<file path="src/rtl/mips_fetch_pkg.sv">
// Shared types and constants for the MIPS instruction-fetch front end.
package mips_fetch_pkg;

  localparam int          WORD_W           = 32;
  localparam logic [31:0] RESET_PC_DEFAULT = 32'h0000_0000;
  localparam logic [31:0] PC_INC           = 32'd4;

  typedef enum logic [1:0] {
    BOOT  = 2'd0,
    RUN   = 2'd1,
    FLUSH = 2'd2
  } fetch_state_t;

  // Fetch addresses are always word aligned; low bits of a target are dropped.
  function automatic logic [WORD_W-1:0] pc_align(input logic [WORD_W-1:0] pc);
    return {pc[WORD_W-1:2], 2'b00};
  endfunction

endpackage

</file>
<file path="src/rtl/mips_fetch_unit_fifo.sv">
// fetch_fifo: small synchronous prefetch FIFO holding {pc, instruction}.
// The head entry is readable combinationally so the core sees it with no
// extra cycle; flush empties the queue in one cycle and beats push/pop.
module fetch_fifo #(
  parameter int  DEPTH = 4,
  parameter int  WIDTH = 64,
  localparam int AW    = (DEPTH > 1) ? $clog2(DEPTH) : 1,
  localparam int CW    = $clog2(DEPTH) + 1
) (
  input  logic             clk,
  input  logic             reset,
  input  logic             push,
  input  logic             pop,
  input  logic             flush,
  input  logic [WIDTH-1:0] wdata,
  output logic [WIDTH-1:0] rdata,
  output logic             full,
  output logic             empty,
  output logic [CW-1:0]    count
);

  logic [WIDTH-1:0] mem [DEPTH];
  logic [AW-1:0]    wr_ptr_reg;
  logic [AW-1:0]    rd_ptr_reg;
  logic [CW-1:0]    count_reg;

  // Storage write; contents need no reset because empty masks them.
  always_ff @(posedge clk) begin
    if (push && !flush) begin
      mem[wr_ptr_reg] <= wdata;
    end
  end

  // Pointer and occupancy tracking; pointers wrap naturally (power-of-two depth).
  always_ff @(posedge clk or negedge reset) begin
    if (!reset) begin
      wr_ptr_reg <= '0;
      rd_ptr_reg <= '0;
      count_reg  <= '0;
    end else if (flush) begin
      wr_ptr_reg <= '0;
      rd_ptr_reg <= '0;
      count_reg  <= '0;
    end else begin
      if (push) wr_ptr_reg <= wr_ptr_reg + AW'(1);
      if (pop)  rd_ptr_reg <= rd_ptr_reg + AW'(1);
      count_reg <= count_reg + CW'(push) - CW'(pop);
    end
  end

  assign rdata = mem[rd_ptr_reg];
  assign count = count_reg;
  assign full  = (count_reg == CW'(DEPTH));
  assign empty = (count_reg == '0);

endmodule

</file>
<file path="src/rtl/mips_fetch_unit.sv">
// mips_fetch_unit: owns the PC, issues in-order word fetches, buffers the
// returned words and hands {instruction, pc, pc+4} to the core.
// Build option: define FETCH_BYPASS_EN to present a response directly on
// inst_* in its arrival cycle when nothing is buffered ahead of it.
module mips_fetch_unit
  import mips_fetch_pkg::*;
#(
  parameter logic [31:0] RESET_PC   = RESET_PC_DEFAULT,
  parameter int          FIFO_DEPTH = 4,
  parameter int          CNT_W      = $clog2(FIFO_DEPTH) + 1
) (
  input  logic        clk,
  input  logic        reset,
  output logic        imem_req_valid,
  input  logic        imem_req_ready,
  output logic [31:0] imem_req_addr,
  input  logic        imem_resp_valid,
  input  logic [31:0] imem_resp_data,
  input  logic        redirect_valid,
  input  logic [31:0] redirect_pc,
  output logic        inst_valid,
  input  logic        inst_ready,
  output logic [31:0] inst_data,
  output logic [31:0] inst_pc,
  output logic [31:0] inst_pc_plus4
);

  fetch_state_t     state_reg;
  logic [31:0]      fetch_pc_reg;
  logic [31:0]      resp_pc_reg;
  logic [CNT_W-1:0] outstanding_reg;
  logic [CNT_W-1:0] drop_cnt_reg;

  logic [CNT_W-1:0] occupancy;
  logic [CNT_W:0]   credit_sum;
  logic [CNT_W-1:0] redirect_drop;
  logic             req_fire;
  logic             resp_keep;
  logic             bypass;
  logic [63:0]      head;
  logic [63:0]      fifo_rdata;
  logic             fifo_push;
  logic             fifo_pop;
  logic             fifo_full;
  logic             fifo_empty;

  fetch_fifo #(
    .DEPTH (FIFO_DEPTH),
    .WIDTH (64)
  ) u_fifo (
    .clk   (clk),
    .reset (reset),
    .push  (fifo_push),
    .pop   (fifo_pop),
    .flush (redirect_valid),
    .wdata ({resp_pc_reg, imem_resp_data}),
    .rdata (fifo_rdata),
    .full  (fifo_full),
    .empty (fifo_empty),
    .count (occupancy)
  );

  // Request credits, response routing and the core-facing view of the head.
  always_comb begin
    credit_sum     = {1'b0, outstanding_reg} + {1'b0, occupancy};
    // A slot is reserved for every in-flight fetch, so a response can never
    // find the FIFO full; the request address only moves on accept/redirect.
    imem_req_valid = (state_reg != BOOT) && (credit_sum < (CNT_W+1)'(FIFO_DEPTH))
                     && !redirect_valid;
    imem_req_addr  = fetch_pc_reg;
    req_fire       = imem_req_valid && imem_req_ready;
    resp_keep      = imem_resp_valid && (drop_cnt_reg == '0) && !redirect_valid;
    // A response landing in the redirect cycle is stale and already discarded.
    redirect_drop  = outstanding_reg - CNT_W'(imem_resp_valid);
`ifdef FETCH_BYPASS_EN
    bypass         = resp_keep && fifo_empty;
`else
    bypass         = 1'b0;
`endif
    head           = bypass ? {resp_pc_reg, imem_resp_data} : fifo_rdata;
    inst_valid     = !fifo_empty || bypass;
    inst_data      = inst_valid ? head[31:0]  : '0;
    inst_pc        = inst_valid ? head[63:32] : '0;
    inst_pc_plus4  = inst_valid ? head[63:32] + PC_INC : '0;
    // A bypassed word consumed in its arrival cycle never enters the FIFO.
    fifo_push      = resp_keep && !(bypass && inst_ready);
    fifo_pop       = !fifo_empty && inst_ready && !redirect_valid;
  end

  // Fetch state machine with PC, credit and stale-response bookkeeping.
  always_ff @(posedge clk or negedge reset) begin
    if (!reset) begin
      state_reg       <= BOOT;
      fetch_pc_reg    <= RESET_PC;
      resp_pc_reg     <= RESET_PC;
      outstanding_reg <= '0;
      drop_cnt_reg    <= '0;
    end else begin
      assert (!(fifo_push && fifo_full && !fifo_pop));
      assert (!(imem_resp_valid && (outstanding_reg == '0)));

      outstanding_reg <= outstanding_reg + CNT_W'(req_fire) - CNT_W'(imem_resp_valid);

      if (redirect_valid) begin
        fetch_pc_reg <= pc_align(redirect_pc);
        resp_pc_reg  <= pc_align(redirect_pc);
        drop_cnt_reg <= redirect_drop;
      end else begin
        if (req_fire) begin
          fetch_pc_reg <= fetch_pc_reg + PC_INC;
        end
        if (imem_resp_valid) begin
          if (drop_cnt_reg != '0) begin
            drop_cnt_reg <= drop_cnt_reg - CNT_W'(1);
          end else begin
            resp_pc_reg <= resp_pc_reg + PC_INC;
          end
        end
      end

      case (state_reg)
        BOOT: state_reg <= RUN;
        RUN: begin
          if (redirect_valid && (redirect_drop != '0)) begin
            state_reg <= FLUSH;
          end
        end
        FLUSH: begin
          if (redirect_valid) begin
            state_reg <= (redirect_drop != '0) ? FLUSH : RUN;
          end else if (imem_resp_valid && (drop_cnt_reg == CNT_W'(1))) begin
            state_reg <= RUN;
          end
        end
        default: state_reg <= BOOT;
      endcase
    end
  end

endmodule

</file>
<file path="config.mk">
export PLATFORM = sky130hd
export DESIGN_NAME = mips_fetch_unit
export DESIGN_NICKNAME = d
export VERILOG_FILES = /design/src/rtl/mips_fetch_pkg.sv /design/src/rtl/mips_fetch_unit_fifo.sv /design/src/rtl/mips_fetch_unit.sv
export SDC_FILE = /design/constraint.sdc
export NUM_CORES = 1
export LEC_CHECK = 0
export ABC_AREA = 1
export CAP_MARGIN = 5
export CORE_AREA = 2 2 224 171
export DETAILED_ROUTE_END_ITERATION = 10
export DIE_AREA = 0 0 226 173
export GPL_TIMING_DRIVEN = 0
export HOLD_SLACK_MARGIN = 0.06
export PLACE_DENSITY = 0.7
export SKIP_CTS_REPAIR_TIMING = 1
export SLEW_MARGIN = 10
export SYNTH_ARGS = -nofsm -noshare
export SYNTH_HDL_FRONTEND = slang
export SYNTH_SLANG_ARGS = --single-unit
</file>
<file path="constraint.sdc">
create_clock -name clk -period 6.6 [get_ports clk]
set_input_delay 1.32 -clock clk [delete_from_list [all_inputs] [get_ports clk]]
set_output_delay 1.32 -clock clk [all_outputs]
set_load 0.01 [all_outputs]
</file>
# [After elaboration in Yosys (flattened, before gate mapping)]
# Memory sizes are Yosys's and may differ from the RTL's.
# Index checks and enable logic that the tools add are counted.
[op_classes] add_sub_neg=12 n_eq_ne=6 reduce_logical=26 mux=23 n_lt_le_gt_ge=1
[ops] operator="32-bit 2-to-1 mux" count=8
[ops] operator="32-bit by 3-bit adder with 32-bit output, second input constant" count=3
[ops] operator="2-bit 2-to-1 mux" count=8
[ops] operator="3-bit 2-to-1 mux" count=4
[ops] operator="2-bit nonzero test" count=6
[ops] operator="1-bit logical AND" count=10
[ops] operator="3-bit by 1-bit subtractor with 3-bit output" count=3
[ops] operator="3-bit by 1-bit adder with 3-bit output" count=2
[ops] operator="3-bit zero test" count=2
[ops] operator="2-bit case mux with 3 select lines" count=1
[ops] operator="2-bit AND reduction" count=3
[ops] operator="3-bit nonzero test" count=2
[ops] operator="2-bit by 1-bit adder with 2-bit output, second input constant" count=2
[ops] operator="3-bit by 3-bit adder with 4-bit output" count=1
[ops] operator="4-bit by 3-bit < comparator with 1-bit output, second input constant" count=1
[ops] operator="2-bit inequality test, second input constant" count=2
[ops] operator="3-bit by 1-bit == test with 1-bit output, second input constant" count=1
[ops] operator="3-bit inequality test, second input constant" count=1
[ops] operator="3-bit by 1-bit subtractor with 3-bit output, second input constant" count=1
[ops] operator="2-bit by 1-bit == test with 1-bit output, second input constant" count=1
[ops] operator="2-bit == test, second input constant" count=1
[ops] operator="1-bit zero test" count=2
[ops] operator="2-bit zero test" count=1
[ops] operator="1-bit 2-to-1 mux" count=2
[totals] n_memories=1 in_bits=70 ramBits=256 regBits=79
[mem_list] memory="u_fifo.mem" depth=4 width=64 read_ports=1 rd_ports_with_merged_regs=0 wr=1 line="mips_fetch_unit_fifo.sv:22" rtl="logic [WIDTH-1:0] mem [DEPTH];"

# [Longest topological paths before layout]
# Gate-level depths: netlist of the first run.
[depth] word_depth=7 depth_mapped=15

# [Cells and area by module]
# From an unflattened synthesis of the first run, not the netlist that was laid out.
[hier_totals] cells_unflattened=1840 hier_area_um2=16889.9
[modules_own_cells] mod="fetch_fifo" cells_per_inst=801 n_inst=1 area_per_inst_um2=10672.7
[modules_own_cells] mod="mips_fetch_unit" cells_per_inst=1039 n_inst=1 area_per_inst_um2=6217.2

# [Worst setup path before layout of the first run]
# OpenSTA, ideal clock, no wires.
[synth_timing] path_kind="input -> register" from="input imem_resp_valid" to="memory u_fifo.mem[0][0] (enable)" setup_ns=0.482 stages=6 required_time_ns=6.118 path_slack_ns=1.481 t_arrival_ns=4.637 path_buffers=0 path_cell_list="inv_1 nor2_2 inv_1 nor2_2 inv_2 nor2_1"
[synth_via] elab_chain_len=5
[synth_lines] item="start, declared" line="mips_fetch_unit.sv:17" rtl="input logic imem_resp_valid,"
[synth_lines] item="1-bit logical AND (2 in series)" line="mips_fetch_unit.sv:72" rtl="resp_keep = imem_resp_valid && (drop_cnt_reg == '0) && !redirect_valid;"
[synth_lines] item="1-bit logical AND" line="mips_fetch_unit_fifo.sv:29" rtl="if (push && !flush) begin"
[synth_lines] item="1-bit 2-to-1 mux" line="mips_fetch_unit_fifo.sv:29"
[synth_lines] item="1-bit 2-to-1 mux (not written as such)" line="mips_fetch_unit_fifo.sv:30" rtl="mem[wr_ptr_reg] <= wdata;"
[synth_lines] item="end, declared" line="mips_fetch_unit_fifo.sv:22"
# Every way passes these cells.

# [Worst setup path in the final report of the first run]
[layout_timing] from="register u_fifo.count_reg[1] (netlist: u_fifo.count[1])" to="output inst_pc[11]"
[layout_via] elab_chain_len=2
[layout_lines] item="start, declared" line="mips_fetch_unit_fifo.sv:25" rtl="logic [CW-1:0] count_reg;"
[layout_lines] item="start signal, assigned" line="mips_fetch_unit_fifo.sv:47" rtl="count_reg <= count_reg + CW'(push) - CW'(pop);"
[layout_lines] item="3-bit zero test" line="mips_fetch_unit_fifo.sv:54" rtl="assign empty = (count_reg == '0);"
[layout_lines] item="32-bit 2-to-1 mux" line="mips_fetch_unit.sv:83" rtl="inst_pc = inst_valid ? head[63:32] : '0;"
[layout_lines] item="end, declared" line="mips_fetch_unit.sv:24" rtl="output logic [31:0] inst_pc,"
# Every way passes these cells.

==> results of run 1 <==
## path summary, 6_finish.rpt
kind	from	to	slack, ns	cells past startpoint
min in group asynchronous	reset	imem_req_addr[11]	0.60	1
setup reg to reg	u_fifo.count[1]	u_fifo.count[2]	3.27	13
hold / removal	state_reg[1]	state_reg[1]	0.47	1
setup / recovery	u_fifo.count[1]	inst_pc[11]	1.48	7
hold reg to reg	state_reg[1]	state_reg[1]	0.47	1
max in group asynchronous	reset	resp_pc_reg[27]	5.42	2
## worst max-delay path: stages (launching register included)
cell             delay, ns
dfrtp_1               0.44
nor2_1                0.12
inv_1                 0.05
nor2_1                0.68
clkbuf_1              0.57
clkbuf_1              0.64
nor2_1                0.18
clkdlybuf4s50_1       0.52
## area by class of cell
| cell class | count | area, um2 | share of cell area |
|---|---|---|---|
| Tap cell | 504 | 631 | 0.0316 |
| Timing Repair Buffer | 200 | 2110 | 0.106 |
| Multi-Input combinational cell | 1315 | 5960 | 0.299 |
| Inverter | 113 | 424 | 0.0213 |
| Sequential cell | 323 | 9320 | 0.467 |
| Buffer | 77 | 400 | 0.0201 |
| Clock buffer | 41 | 863 | 0.0433 |
| Clock inverter | 17 | 241 | 0.0121 |
## stage by stage
stage	hold WS, ns	setup slack, ns	util	TNS [ns]
2_1_floorplan	0.435	1.48	-	0
3_3_place_gp	0.455	-1.63	0.507	-397.59
3_5_place_dp	0.464	2.00	0.513	0
4_1_cts	0.473	1.46	0.544	0
5_1_grt	0.497	1.28	0.544	0
6_report	0.471	1.48	0.544	0
## cell usage after synthesis
cell and count:
nor2_4 1, edfxtp_1 248, nor4_1 1, a31oi_1 3, nand2_2 2, clkbuf_1 27
conb_1 1, clkinv_1 4, nand3_1 132, buf_1 9, nand4_1 14, nand2_1 537
xor2_1 20, a21oi_1 74, buf_2 23, buf_6 4, fa_1 2, o221ai_1 2
or2_2 1, a21o_1 1, and3_1 1, a32o_1 1, ha_1 18, and2_1 3
o31ai_1 1, a22oi_1 1, inv_1 106, xnor2_1 8, nor2_1 305, buf_4 14
o21ai_0 115, inv_2 3, dfrtp_1 75, nor2_2 13, nor3_1 28, o211ai_1 23
o21bai_1 2
## layer usage
layer / wire (um) / up-vias
li1: - / 6537
met1: 21200 / 6507
met2: 20900 / 601
met3: 4150 / 82
met4: 1180 / 0
met5: 0 / -
## kinds of logic (layout without fill, tap and decap cells)
kind of cell,after synthesis,count (layout)
AO/OA/AOI/OAI,223,223
XOR/XNOR,28,28
adder cells (fa/ha/maj),20,20
buffers and inverters,190,448
flip-flops,323,323
other,1,6
AND/OR/NAND/NOR,1038,1038
## power by group through the flow
stage / Combinational [uW] / Clock (uW) / Sequential [uW]
floorplan: 1380 / 0 / 2520
global placement: 2580 / 0 / 2570
detailed placement: 2640 / 0 / 2570
CTS: 2650 / 1940 / 2530
global route: 2890 / 2020 / 2550
finish: 2650 / 1920 / 2530
==> results.json, run 1 <==
{
  "hold_violations": 0,
  "antenna_found_initial": 0,
  "numCtsBuffers": 31,
  "combPwrFrac": 0.373,
  "final_common_cell": "nand2_1",
  "pwr-share-clk": 0.270,
  "drtAntennaViolNets": 0,
  "cap_violations": 0,
  "p_seq_frac": 0.357,
  "final_cells": 2590,
  "finalCritPeriodShare": 0.776,
  "slew_viol_final": 0,
  "crit_arrival_ns": 3.80,
  "cts_tree": "yes",
  "cts_root_buffer": "clkbuf_16",
  "p_leak_uw": 0.00786,
  "rows": 61,
  "use_met1": 0.353,
  "worstSetupEndpointType": "primary output",
  "start_kind": "flop",
  "min_path_type": "reg2reg",
  "fill_cells": 3254,
  "netSwitchingFraction": 0.358,
  "routedWlPerCell_um": 18.3,
  "busiest_layer": "met2",
  "wirelength_um": 47400,
  "max_clock_freq_mhz": 195,
  "place.gp.congestion": 0.959,
  "p_per_area_nw_per_um2": 356,
  "grt_pass1_wl_um": 71900,
  "layout_min_cycle_time_ns": 5.12,
  "synth_cell_type_count": 37,
  "initial_core_util": 0.437,
  "drt_iter0_markers": 1449,
  "path_max_fanout": 10,
  "netlist_area_um2": 16100,
  "synth_xor_area_frac": 0.0153,
  "firstDrtPassIters": 8,
  "dpl_cell_area_um2": 18800,
  "rsz0062_at_grt": "no",
  "fin_nets": 2151,
  "setup_violations": 0,
  "drive_gt1_frac": 0.0604,
  "p_sw_uw": 2540,
  "antenna_cells": 0,
  "dieWidth_um": 226,
  "grt.met3_usage": 0.0348,
  "clock-sinks": 323,
  "synth_area_leader_cell": "edfxtp_1",
  "h-tree-depth": 1,
  "vias_per_cell": 5.30,
  "port_buffers": 191,
  "ys_seq_area_frac": 0.581,
  "die_area_um2": 39100,
  "final_cell_mix": "nand2_1, nor2_1, edfxtp_1",
  "tightest_slew_ns": 0.903,
  "dieHeight_um": 173,
  "clock_latency_ns": 0.58,
  "clock_skew_ns": 0.0147,
  "synth_compound_area_frac": 0.0749,
  "coreArea_um2": 36700,
  "yosysTopAreaCellShare": 0.464,
  "synthSimpleGateAreaFrac": 0.261,
  "synth_top_family_by_area": "simple AND/OR/NAND/NOR gates",
  "gr-total-overflow": 0,
  "synth-seq-cells": 323,
  "dr_total_vias": 13700,
  "cp.required_ns": 5.28,
  "largest_reg_flops": 248,
  "synth.area.top_cells": "edfxtp_1, nand2_1, dfrtp_1",
  "grt.total_usage": 0.237,
  "io_pins": 200,
  "p_int_uw": 4560,
  "synthMuxAreaShare": 0,
  "grt_max_degree": 61,
  "clockBufferDepth": 3,
  "hpwl_um": 34900,
  "run_status": "finished, final reports clean",
  "met2_usage": 0.364,
  "dp_cells": 2532,
  "synth-adder-area-share": 0.0165,
  "slew-limit-headroom": 0.396,
  "drc": 0,
  "postSynthCellCount": 1823,
  "critical_path_class": "reg2out",
  "peakVddDrop_mv": 0.204,
  "yosysWarnings": 0,
  "finalPower_uw": 7100,
  "path_clk_slew_ns": 0.07,
  "grt_pass1_vias": 12700,
  "syn_area_per_cell_um2": 8.81,
  "final_area_um2": 20000,
  "syn2layout_area_growth_pct": 24.3
}
Power figures use the tool's default switching activity.
==> inputs of run 2 (changes only) <==
Clock period 6.6 ns to 5 ns, I/O delays scaled along.
==> results of run 2 <==
Same layout as run 1 (identical final DEF). Status: finished, final reports clean.
Among the figures that moved: setup slack after placement 2.00 ns -> 0.721 ns; setup slack after layout 1.48 ns -> 0.200 ns; hold slack 0.471 ns -> 0.280 ns; register-to-register setup slack 3.27 ns -> 1.67 ns; total power 7100 uW -> 9370 uW; worst IR drop on VDD 0.204 mV -> 0.269 mV
==> inputs of run 3 (changes only) <==
Settings changed: PLACE_DENSITY 0.7 to 0.73.
Clock period 5 ns to 4.2 ns, I/O delays scaled along.
==> results.json, run 3 (synthesis results as in run 1) <==
{
  "p_sw_uw": 4040,
  "antenna_found_initial": 0,
  "p_seq_frac": 0.359,
  "finalCritPeriodShare": 0.957,
  "vias_per_cell": 5.27,
  "syn2layout_area_growth_pct": 24.8,
  "hold_ws_ns": 0.200,
  "final_cell_mix": "nand2_1, nor2_1, edfxtp_1",
  "grt_pass1_vias": 13200,
  "drt_iter0_markers": 1283,
  "path_depth": 13,
  "antenna_cells": 0,
  "peakVddDrop_mv": 0.352,
  "crit_arrival_ns": 3.18,
  "route.met3.wl_um": 4540,
  "reg2reg_depth": 10,
  "clock_latency_ns": 0.53,
  "slew-limit-headroom": 0.512,
  "slowest_delay_ns": 0.56,
  "worstSetupEndpointType": "primary output",
  "drc": 0,
  "die_area_um2": 39100,
  "path_clk_slew_ns": 0.06,
  "drive_gt1_frac": 0.0676,
  "initial_core_util": 0.437,
  "finalPower_uw": 11100,
  "dieWidth_um": 226,
  "critPathBufInv": 4,
  "hold_violations": 0,
  "reg2reg_from": "drop_cnt_reg[0]",
  "p_per_area_nw_per_um2": 554,
  "final_core_utilization": 0.546,
  "routed.top_layer": "met4",
  "clock-sinks": 323,
  "coreArea_um2": 36700,
  "port_buffers": 191,
  "routedWlPerCell_um": 18.2,
  "cp.required_ns": 3.36,
  "p_leak_uw": 0.00800,
  "pwr-share-clk": 0.264,
  "min_path_type": "in2async",
  "final_common_cell": "nand2_1",
  "worstPathCellList": "inv_2, buf_6, buf_6, o211ai_1, nand2_2, ha_1, nand3_2, nor2_4, nand2_4, nor2_4, o21ai_0, a21oi_1, clkdlybuf4s50_1",
  "layout_min_cycle_time_ns": 4.02,
  "firstDrtPassIters": 6,
  "run_status": "finished, final reports clean",
  "reg2reg_to": "u_fifo.mem[1][56]",
  "cts_root_buffer": "clkbuf_16",
  "place.gp.congestion": 0.961,
  "dr_total_vias": 13700,
  "path_max_fanout": 10,
  "netSwitchingFraction": 0.364,
  "cts_tree": "yes",
  "grt_max_degree": 59,
  "wirelength_um": 47200,
  "fin_setup_tns_ns": 0,
  "h-tree-depth": 2,
  "io_pins": 200,
  "clockBufferDepth": 3,
  "grt_pass1_wl_um": 72900,
  "numCtsBuffers": 34,
  "cap_violations": 0,
  "p_int_uw": 7050,
  "start_kind": "flop",
  "fin_nets": 2154,
  "setup_violations": 0,
  "dieHeight_um": 173,
  "tightest_slew_ns": 0.731,
  "clock_skew_ns": 0.0160,
  "rsz0062_at_grt": "no",
  "critical_path_class": "reg2out",
  "combPwrFrac": 0.376,
  "critPathLaunch": "u_fifo.rd_ptr_reg[0]",
  "rows": 61,
  "critPathSlowestCell": "clkdlybuf4s50_1",
  "wl_met1_um": 20600,
  "max_clock_freq_mhz": 249,
  "critPathTopFamily": "buffers and inverters",
  "largest_reg_flops": 248,
  "grt.total_usage": 0.241,
  "crit_end": "inst_pc_plus4[12]",
  "slew_viol_final": 0,
  "drtAntennaViolNets": 0,
  "reg2reg_slack_ns": 0.84,
  "gr-total-overflow": 0,
  "wl_met2_um": 20900,
  "hpwl_um": 34400
}
-- run 3: cell count changes in the layout (fill, tap and decap cells not counted), sizes merged --
cell           previous run  this run
bufinv                    6         3
clkbuf                   68        69
inv                     110       112
clkinv                   12        19
clkdlybuf4s50           190       183
buf                      60        54
dlymetal6s2s              0         7
-- run 3: layout make-up --
class                      count  area [um2]
clock inverter                23         220
tap                          504         631
inverter                     113         424
buffer                        77         430
sequential                   323        9330
multi-input combinational   1315        6030
clock buffer                  36         858
fill                        3279       16700
timing repair buffer         200        2120
-- run 3: power by group through the flow --
stage                     Sequential, uW  Clock, uW  Combinational (uW)
after floorplan                     3970          0                2160
after global placement              4030          0                4030
after detailed placement            4030          0                4110
after CTS                           3980       2970                4140
after global routing                4020       3100                4580
final                               3990       2930                4170
-- run 3: worst min path at each step --
stage                 start           endpoint  slack (ns)
2_1_floorplan  state_reg[1]       state_reg[1]        0.44
3_3_place_gp   state_reg[1]       state_reg[1]        0.45
3_5_place_dp   state_reg[1]       state_reg[1]        0.48
4_1_cts               reset  imem_req_addr[14]        0.20
5_1_grt               reset  imem_req_addr[28]        0.20
6_report              reset  imem_req_addr[12]        0.20
-- run 3: per-layer routing --
layer  up-vias  GRT usage
li1       6541          -
met1      6406      0.346
met2       627      0.370
met3        79     0.0506
met4         0     0.0648
met5         -          0
-- run 3: through the flow --
| stage | instance area [um2] | worst slack (ns) | std cells |
|---|---|---|---|
| 6_report | 20000 | 0.181 | 2591 |
| 5_1_grt | 20000 | 0.0165 | 2591 |
| 4_1_cts | 19900 | -0.370 | 2591 |
| 3_5_place_dp | 18800 | 0.0304 | 2532 |
| 3_3_place_gp | 18600 | -3.71 | 2523 |
| 2_1_floorplan | 16100 | -0.439 | 1828 |
